## src/rtl/hazard_pkg.sv

```systemverilog
// hazard_pkg: shared types for the decode-stage hazard controller.
//   slot_t     : one scoreboard entry {v, rd, ld} for an in-flight register write
//   state_t    : HALT drain FSM encoding (RUN, DRAIN, HALTED)
//   PIPE_SLOTS : number of tracked stages (DX, XM, MW)
// The slot register field is sized for the widest supported select (8 bits);
// narrower selects are zero-extended on the way in, so REG_W <= 8.
package hazard_pkg;

   localparam int PIPE_SLOTS = 3;
   localparam int SLOT_REG_W = 8;

   typedef struct packed {
      logic                  v;
      logic [SLOT_REG_W-1:0] rd;
      logic                  ld;
   } slot_t;

   typedef enum logic [1:0] {
      RUN    = 2'd0,
      DRAIN  = 2'd1,
      HALTED = 2'd2
   } state_t;

endpackage

```

## src/rtl/hazard_slot_cmp.sv

```systemverilog
// hazard_slot_cmp: compares one scoreboard slot against both decode sources.
// Ports:
//   slot     in  scoreboard entry
//   rs1/rs2  in  source register selects
//   r1_used  in  source 1 is read
//   r2_used  in  source 2 is read
//   ld_only  in  1 = only a load in this slot counts as a hit
//   hit      out a read source matches this slot
module hazard_slot_cmp
   import hazard_pkg::*;
#(
   parameter int REG_W = 3
) (
   input  slot_t            slot,
   input  logic [REG_W-1:0] rs1,
   input  logic [REG_W-1:0] rs2,
   input  logic             r1_used,
   input  logic             r2_used,
   input  logic             ld_only,
   output logic             hit
);

   logic s1_match;
   logic s2_match;

   assign s1_match = r1_used & slot.v & (slot.rd == SLOT_REG_W'(rs1));
   assign s2_match = r2_used & slot.v & (slot.rd == SLOT_REG_W'(rs2));
   assign hit      = (s1_match | s2_match) & (~ld_only | slot.ld);

endmodule

```

## src/rtl/id_hazard_ctrl.sv

```systemverilog
// id_hazard_ctrl: decode-stage hazard / stall controller ahead of ID/EX.
// Tracks in-flight register writes in DX/XM/MW slots, stalls decode on RAW
// hazards, bubbles on taken-branch flush, and drains the pipe on HALT.
// Ports:
//   clk, rst              clock, async active-low reset
//   id_*                  decode instruction fields
//   ex_flush              taken branch/jump in EX, kill decode
//   stall                 hold PC and IF/ID
//   bubble                zero control bits into ID/EX
//   dx_en                 ID/EX enable, always 1
//   halt_drained          HALT issued and all older slots retired
//   inflight              {MW, XM, DX} slot valid bits
// Build option: FORWARD_EN -- assume EX/MEM and MEM/WB forwarding, so only a
// load-use hit on DX stalls.
module id_hazard_ctrl
   import hazard_pkg::*;
#(
   parameter int REG_W     = 3,
   parameter bit RF_BYPASS = 1'b1
) (
   input  logic                  clk,
   input  logic                  rst,
   input  logic                  id_valid,
   input  logic [REG_W-1:0]      id_readRegSel1,
   input  logic [REG_W-1:0]      id_readRegSel2,
   input  logic                  id_r1_hdu,
   input  logic                  id_r2_hdu,
   input  logic [REG_W-1:0]      id_writeRegSel,
   input  logic                  id_regWrite,
   input  logic                  id_memRead,
   input  logic                  id_HALT,
   input  logic                  ex_flush,
   output logic                  stall,
   output logic                  bubble,
   output logic                  dx_en,
   output logic                  halt_drained,
   output logic [PIPE_SLOTS-1:0] inflight
);

   // Slot order: [0]=DX, [1]=XM, [2]=MW. SLOT_MASK selects which slots can stall.
`ifdef FORWARD_EN
   localparam logic [PIPE_SLOTS-1:0] SLOT_MASK = 3'b001;
   localparam logic                  LD_ONLY   = 1'b1;
`else
   localparam logic [PIPE_SLOTS-1:0] SLOT_MASK = RF_BYPASS ? 3'b011 : 3'b111;
   localparam logic                  LD_ONLY   = 1'b0;
`endif
   // Last DRAIN count: the HALT leaves MW on the edge after this count.
   localparam logic [1:0] DRAIN_LAST = 2'(PIPE_SLOTS - 1);

   slot_t [PIPE_SLOTS-1:0] slots;
   logic  [PIPE_SLOTS-1:0] hit;
   state_t                 state;
   logic   [1:0]           drain_cnt;
   logic                   hazard;
   logic                   issue;

   for (genvar g = 0; g < PIPE_SLOTS; g++) begin : g_cmp
      hazard_slot_cmp #(.REG_W(REG_W)) u_cmp (
         .slot    (slots[g]),
         .rs1     (id_readRegSel1),
         .rs2     (id_readRegSel2),
         .r1_used (id_r1_hdu),
         .r2_used (id_r2_hdu),
         .ld_only (LD_ONLY),
         .hit     (hit[g])
      );
   end

   assign hazard       = id_valid & ~ex_flush & |(hit & SLOT_MASK);
   assign stall        = hazard | (state != RUN);
   // Held low during reset so ID/EX sees a clean state while rst is asserted.
   assign bubble       = rst & (stall | ex_flush | ~id_valid);
   assign issue        = id_valid & ~stall & ~ex_flush;
   assign dx_en        = 1'b1;
   assign halt_drained = (state == HALTED);
   assign inflight     = {slots[2].v, slots[1].v, slots[0].v};

   always_ff @(posedge clk or negedge rst) begin
      if (!rst) begin
         slots     <= '0;
         state     <= RUN;
         drain_cnt <= '0;
      end else begin
         slots[2] <= slots[1];
         slots[1] <= slots[0];
         // The HALT itself rides DX as a non-writing (empty) slot.
         slots[0] <= (issue && id_regWrite)
                     ? {1'b1, SLOT_REG_W'(id_writeRegSel), id_memRead}
                     : '0;
         case (state)
            RUN: begin
               if (issue && id_HALT) begin
                  state     <= DRAIN;
                  drain_cnt <= '0;
               end
            end
            DRAIN: begin
               if (drain_cnt == DRAIN_LAST && !slots[0].v && !slots[1].v)
                  state <= HALTED;
               else
                  drain_cnt <= drain_cnt + 2'd1;
            end
            HALTED:  ;
            default: state <= RUN;
         endcase
      end
   end

endmodule
```

## config.mk

```make
export PLATFORM = sky130hd
export DESIGN_NAME = id_hazard_ctrl
export DESIGN_NICKNAME = d
export VERILOG_FILES = /design/src/rtl/hazard_pkg.sv /design/src/rtl/hazard_slot_cmp.sv /design/src/rtl/id_hazard_ctrl.sv
export SDC_FILE = /design/constraint.sdc
export NUM_CORES = 1
export LEC_CHECK = 0
export ABC_AREA = 1
export CAP_MARGIN = 20
export CORE_UTILIZATION = 45
export CTS_BUF_LIST = sky130_fd_sc_hd__clkbuf_8
export DETAILED_ROUTE_END_ITERATION = 8
export PLACE_DENSITY_LB_ADDON = 0.1
export SLEW_MARGIN = 15
export SYNTH_ARGS = -nofsm -noshare
export SYNTH_HDL_FRONTEND = slang
export SYNTH_HIERARCHICAL = 1
export SYNTH_SLANG_ARGS = --single-unit
```

## constraint.sdc

```tcl
create_clock -name clk -period 1.3 [get_ports clk]
set_clock_uncertainty 0.2 [all_clocks]
set_input_delay 0.26 -clock clk [delete_from_list [all_inputs] [get_ports clk]]
set_output_delay 0.26 -clock clk [all_outputs]
set_load 0.03 [all_outputs]
```

# Word level (Yosys, flattened, before mapping)
# Index checks and enable logic that the tools add are counted.
# totals
wordCells	59
latchBits	0
output_inout_bits	7
ff_bits	23
in_bits	18
romBits	0
ram_bits	0
n_memories	0
# classes
div	0
eq_ne	10
mux	7
magnitude_cmp	0
n_reduce_logical	12
n_bitwise	22
add_sub_neg	1
mul	0
shift	0
# ops
cell	n
equality test 8 x 3 -> 1 bit	4
bitwise AND 1 bit	13
two-way mux 10 bit	1
two-way mux 2 bit	4
inequality test 2 bit, second input constant	3
one-hot mux 2 bit (3 select lines)	1
AND reduction 3 bit	2
OR 1 bit	5
equality test 2 bit, second input constant	2
logical AND 1 bit	4
inverter 1 bit	4
one-hot mux 2 bit (2 select lines)	1
nonzero test 2 bit	2
adder 2 x 1 -> 2 bit, second input constant	1
equality test 2 x 1 -> 1 bit, second input constant	1
zero test 1 bit	2
zero test 2 bit	1
OR reduction 2 bit	1

# Logic depth before layout (Yosys ltp)
# depth
ltp_word	12
mapped_depth	11
depth_no_buf	11

# Cells and area by module
# The synthesis kept the hierarchy.
# modules_own_cells
mod	cells_each	seq_area_each_um2	instances	area_per_inst_um2
id_hazard_ctrl	58	375.4	1	623.1
hazard_slot_cmp	41	0.0	2	163.9

# Least setup slack after synthesis
# Ideal clock, no wire load.
# synth_path
kind	register to output
from	register slots[2] (netlist name)
to	output port stall
path_buffers	0
setup_slack_ns	-0.803
path_stages_with_launch	9
t_required_ns	0.840
arrival_time_ns	1.643
path_cell_list	dfrtp_1 inv_1 nand2_1 nand2_1 nor2_1 nand2_1 a21oi_2 nor2_4 o31ai_1
# synth_between
elab_chain_len	6
elab_cells_between_ends	8
classes_between	eq/ne: 2; bitwise: 5; reduce/logical: 1
# synth_rtl
element	line_no	source
start: declaration	id_hazard_ctrl.sv:51	slot_t [PIPE_SLOTS-1:0] slots;
equality test 8 x 3 -> 1 bit (on tied branches)	hazard_slot_cmp.sv:26, hazard_slot_cmp.sv:27	
bitwise AND 1 bit (on tied branches)	hazard_slot_cmp.sv:26, hazard_slot_cmp.sv:27	
OR 1 bit (*)	hazard_slot_cmp.sv:28	assign hit = (s1_match | s2_match) & (~ld_only | slot.ld);
net hit[0]	id_hazard_ctrl.sv:52	logic [PIPE_SLOTS-1:0] hit;
OR reduction 2 bit (*)	id_hazard_ctrl.sv:70	assign hazard = id_valid & ~ex_flush & |(hit & SLOT_MASK);
bitwise AND 1 bit (*)	id_hazard_ctrl.sv:70	
OR 1 bit (*)	id_hazard_ctrl.sv:71	assign stall = hazard | (state != RUN);
end: declaration	id_hazard_ctrl.sv:33	output logic stall,
# The timed path passes the listed nets; every way through them passes the cells marked *.

# Worst setup path in the final report
# layout_path
from	register slots, in the netlist inflight[1]
to	output port stall
# layout_between
elab_chain_len	6
elab_cells_between_ends	8
classes_between	bitwise: 7; reduce/logical: 1
# layout_rtl
element	line_no
bitwise AND 1 bit (on tied branches) (2 in series)	hazard_slot_cmp.sv:26, hazard_slot_cmp.sv:27
OR 1 bit (*)	hazard_slot_cmp.sv:28
net hit[1]	id_hazard_ctrl.sv:52
OR reduction 2 bit (*)	id_hazard_ctrl.sv:70
bitwise AND 1 bit (*)	id_hazard_ctrl.sv:70
OR 1 bit (*)	id_hazard_ctrl.sv:71
# Marks and branches as above.

==> results.sh <==
export IMPL_status="finished, violations left"
export IMPL_failed_checks="setup timing"
export IMPL_die_h_um=48.0
export IMPL_place_area_sq_mm=0.00130
export IMPL_drc=0
export IMPL_syn2layout_area_growth_pct=48.7
export IMPL_peakVddDrop_uv=635
export IMPL_final_cell_mix="nand2_1, inv_1, nor2_1"
export IMPL_drtAntennaViolNets=0
export IMPL_dp_slack_ns=-0.905
export IMPL_yosysSeqAreaShare_pct=39.5
export IMPL_clock_latency_ns=0.24
export IMPL_ys_seq_elements=15
export IMPL_required_ns=0.84
export IMPL_cts_htree_levels=1
export IMPL_grt_pass1_vias=793
export IMPL_worstPathMaxFanout=3
export IMPL_row_count=16
export IMPL_power_leakage_nw=0.784
export IMPL_place_gp_congestion=0.825
export IMPL_fmax_mhz=492
export IMPL_clockBufferDepth=2
export IMPL_port_buffers=23
export IMPL_grt_overflow=0
export IMPL_die_area_sq_mm=0.00230
export IMPL_worstSetupEndpointType="output pin"
export IMPL_drt_iter0_markers=5
export IMPL_num_fill_cells=158
export IMPL_min_period_ns=2.03
export IMPL_cp_cell_sequence="nand2_1 > inv_1 > nand2_1 > nor2_1 > nand2_1 > a21oi_2 > nor2_4 > o31ai_4 > buf_6"
export IMPL_crit_family="flip-flops"
export IMPL_drv_cap=0
export IMPL_grt_setup_unrepaired="yes"
export IMPL_diodes=0
export IMPL_finalWorstSetupSlack_ns=-0.733
export IMPL_slew_viol_final=0
export IMPL_core_area_sq_mm=0.00198
export IMPL_dp_hpwl_um=1520
export IMPL_finalCritPeriodShare_pct=156
export IMPL_cpPeakStageDelay_ns=0.38
export IMPL_cp_slowest_cell="dfrtp_1"
export IMPL_cts_root_buf="clkbuf_8"
export IMPL_antenna_found_initial=0
export IMPL_grt_pass1_wl_um=3110
export IMPL_hold_path_class="reg2reg"
export IMPL_initial_core_util_pct=48.0
export IMPL_grt_use_total_pct=19.6
export IMPL_finalWirelength_um=1950
export IMPL_grt_max_degree=16
export IMPL_synth_edf_count=0
export IMPL_async_reset_ff_share_pct=100
export IMPL_hold_viol=0
export IMPL_final_area_sq_mm=0.00141
export IMPL_reg2reg_from="inflight[1]"
export IMPL_finalSetupViolations=13
export IMPL_crit_start="inflight[1]"
export IMPL_crit_path_start_kind="flip-flop"
export IMPL_synth_area_sq_um=951
export IMPL_vias=904
export IMPL_drive_above_1_share_pct=21.5
export IMPL_syn_area_per_cell_sq_um=6.79
export IMPL_cts_tree="done"
export IMPL_die_width_um=48.0
export IMPL_synth_top_flop_cell="dfrtp_1"
export IMPL_ios=25
export IMPL_wl_per_cell_um=9.16
export IMPL_via_per_inst=4.24
export IMPL_crit_path_frequent_cell="nand2_1"
export IMPL_fin_nets=206
export IMPL_clk_transition_reported_paths_ns=0.06
export IMPL_ys_warnings_count=6
export IMPL_synthCells=140
export IMPL_min_delay_start="slots[0]"
export IMPL_crit_type="reg2out"
export IMPL_mostFrequentLayoutCell="nand2_1"
export IMPL_numClockSinks=15
export IMPL_dr_pass1_iters=4
export IMPL_crit_buf_inv=2
export IMPL_cp_arrival_ns=1.57
export IMPL_power_density_mw_per_mm2=675
export IMPL_numCtsBuffers=3
export IMPL_ys_types=19
-- synthesized netlist by cell type, types with 2 or more instances --
cell type,number,share of area (%)
a21oi_2,2,1.8
buf_4,4,3.2
conb_1,2,0.79
dfrtp_1,15,39
inv_1,32,13
nand2_1,46,18
nand3_1,4,2.1
nor2_1,21,8.3
nor2_4,2,2.4
nor3_1,2,1.1
o211ai_1,2,1.6
-- routing by layer --
| metal | vias to the layer above | part of all wire [%] | GRT usage (%) |
|---|---|---|---|
| li1 | 485 | - | - |
| met1 | 401 | 43 | 23.2 |
| met2 | 16 | 53 | 36.2 |
| met3 | 2 | 3.6 | 2.26 |
| met4 | 0 | 0.56 | 6.67 |
| met5 | - | 0 | 0 |
-- sequential cells by signal, summed over array words and instances (netlist names) --
signal and cells:
slots 8, drain_cnt 2, inflight 3, state 2
-- worst paths after layout --
kind / endpoint / slack (ns) / cells after the start
worst max-delay path: stall / -0.73 / 9
worst min-delay path: slots[10] / 0.18 / 0
worst max register to register: drain_cnt[1] / -0.49 / 13
worst min register to register: slots[10] / 0.18 / 0
max in group asynchronous: slots[2] / 0.54 / 2
min in group asynchronous: drain_cnt[0] / 0.19 / 2
-- power by group --
group / switching [mW] / internal, mW / total (mW)
combinational: 0.0632 / 0.0579 / 0.121
sequential: 0 / 0.467 / 0.467
clock: 0.155 / 0.212 / 0.366
-- cell type report --
class	count	area [sq um]	share of cell area, %
Multi-Input combinational cell	100	509	36.0
Timing Repair Buffer	35	329	23.3
Clock buffer	3	41.3	2.92
Inverter	32	120	8.50
Sequential cell	15	375	26.5
Clock inverter	1	5.00	0.354
Tap cell	27	33.8	2.39
-- metrics by stage --
stage / cells / hold WS [ns] / TNS (ns) / util [%] / power [mW]
floorplan: 151 / -0.236 / -1.45 / - / 0.523
global placement: 207 / 0.168 / -7.60 / 65.7 / 0.600
detailed placement: 207 / 0.166 / -7.87 / 65.7 / 0.601
CTS: 212 / 0.179 / -4.40 / 69.8 / 0.963
global route: 213 / 0.206 / -6.18 / 71.3 / 0.998
finish: 213 / 0.179 / -5.02 / 71.3 / 0.955
-- cells by family after synthesis --
| group | after synthesis | synth area share [%] |
|---|---|---|
| flops | 15 | 39.5 |
| buf+inv | 36 | 15.8 |
| simple gates | 80 | 37.6 |
| compound gates | 6 | 5.00 |
| fa+ha+maj | 1 | 1.32 |
| other cells | 2 | 0.790 |
-- what timing repair did --
| item | 4_1_cts | 5_1_grt |
|---|---|---|
| cloned | 0 | 0 |
| resized for setup | 16 | 11 |
| buffers inserted | 2 | 1 |
| setup endpoints to repair | 13 | 14 |
| pin swaps | 16 | 9 |
| hold buffers | 0 | 0 |
Power figures use the tool's default switching activity.
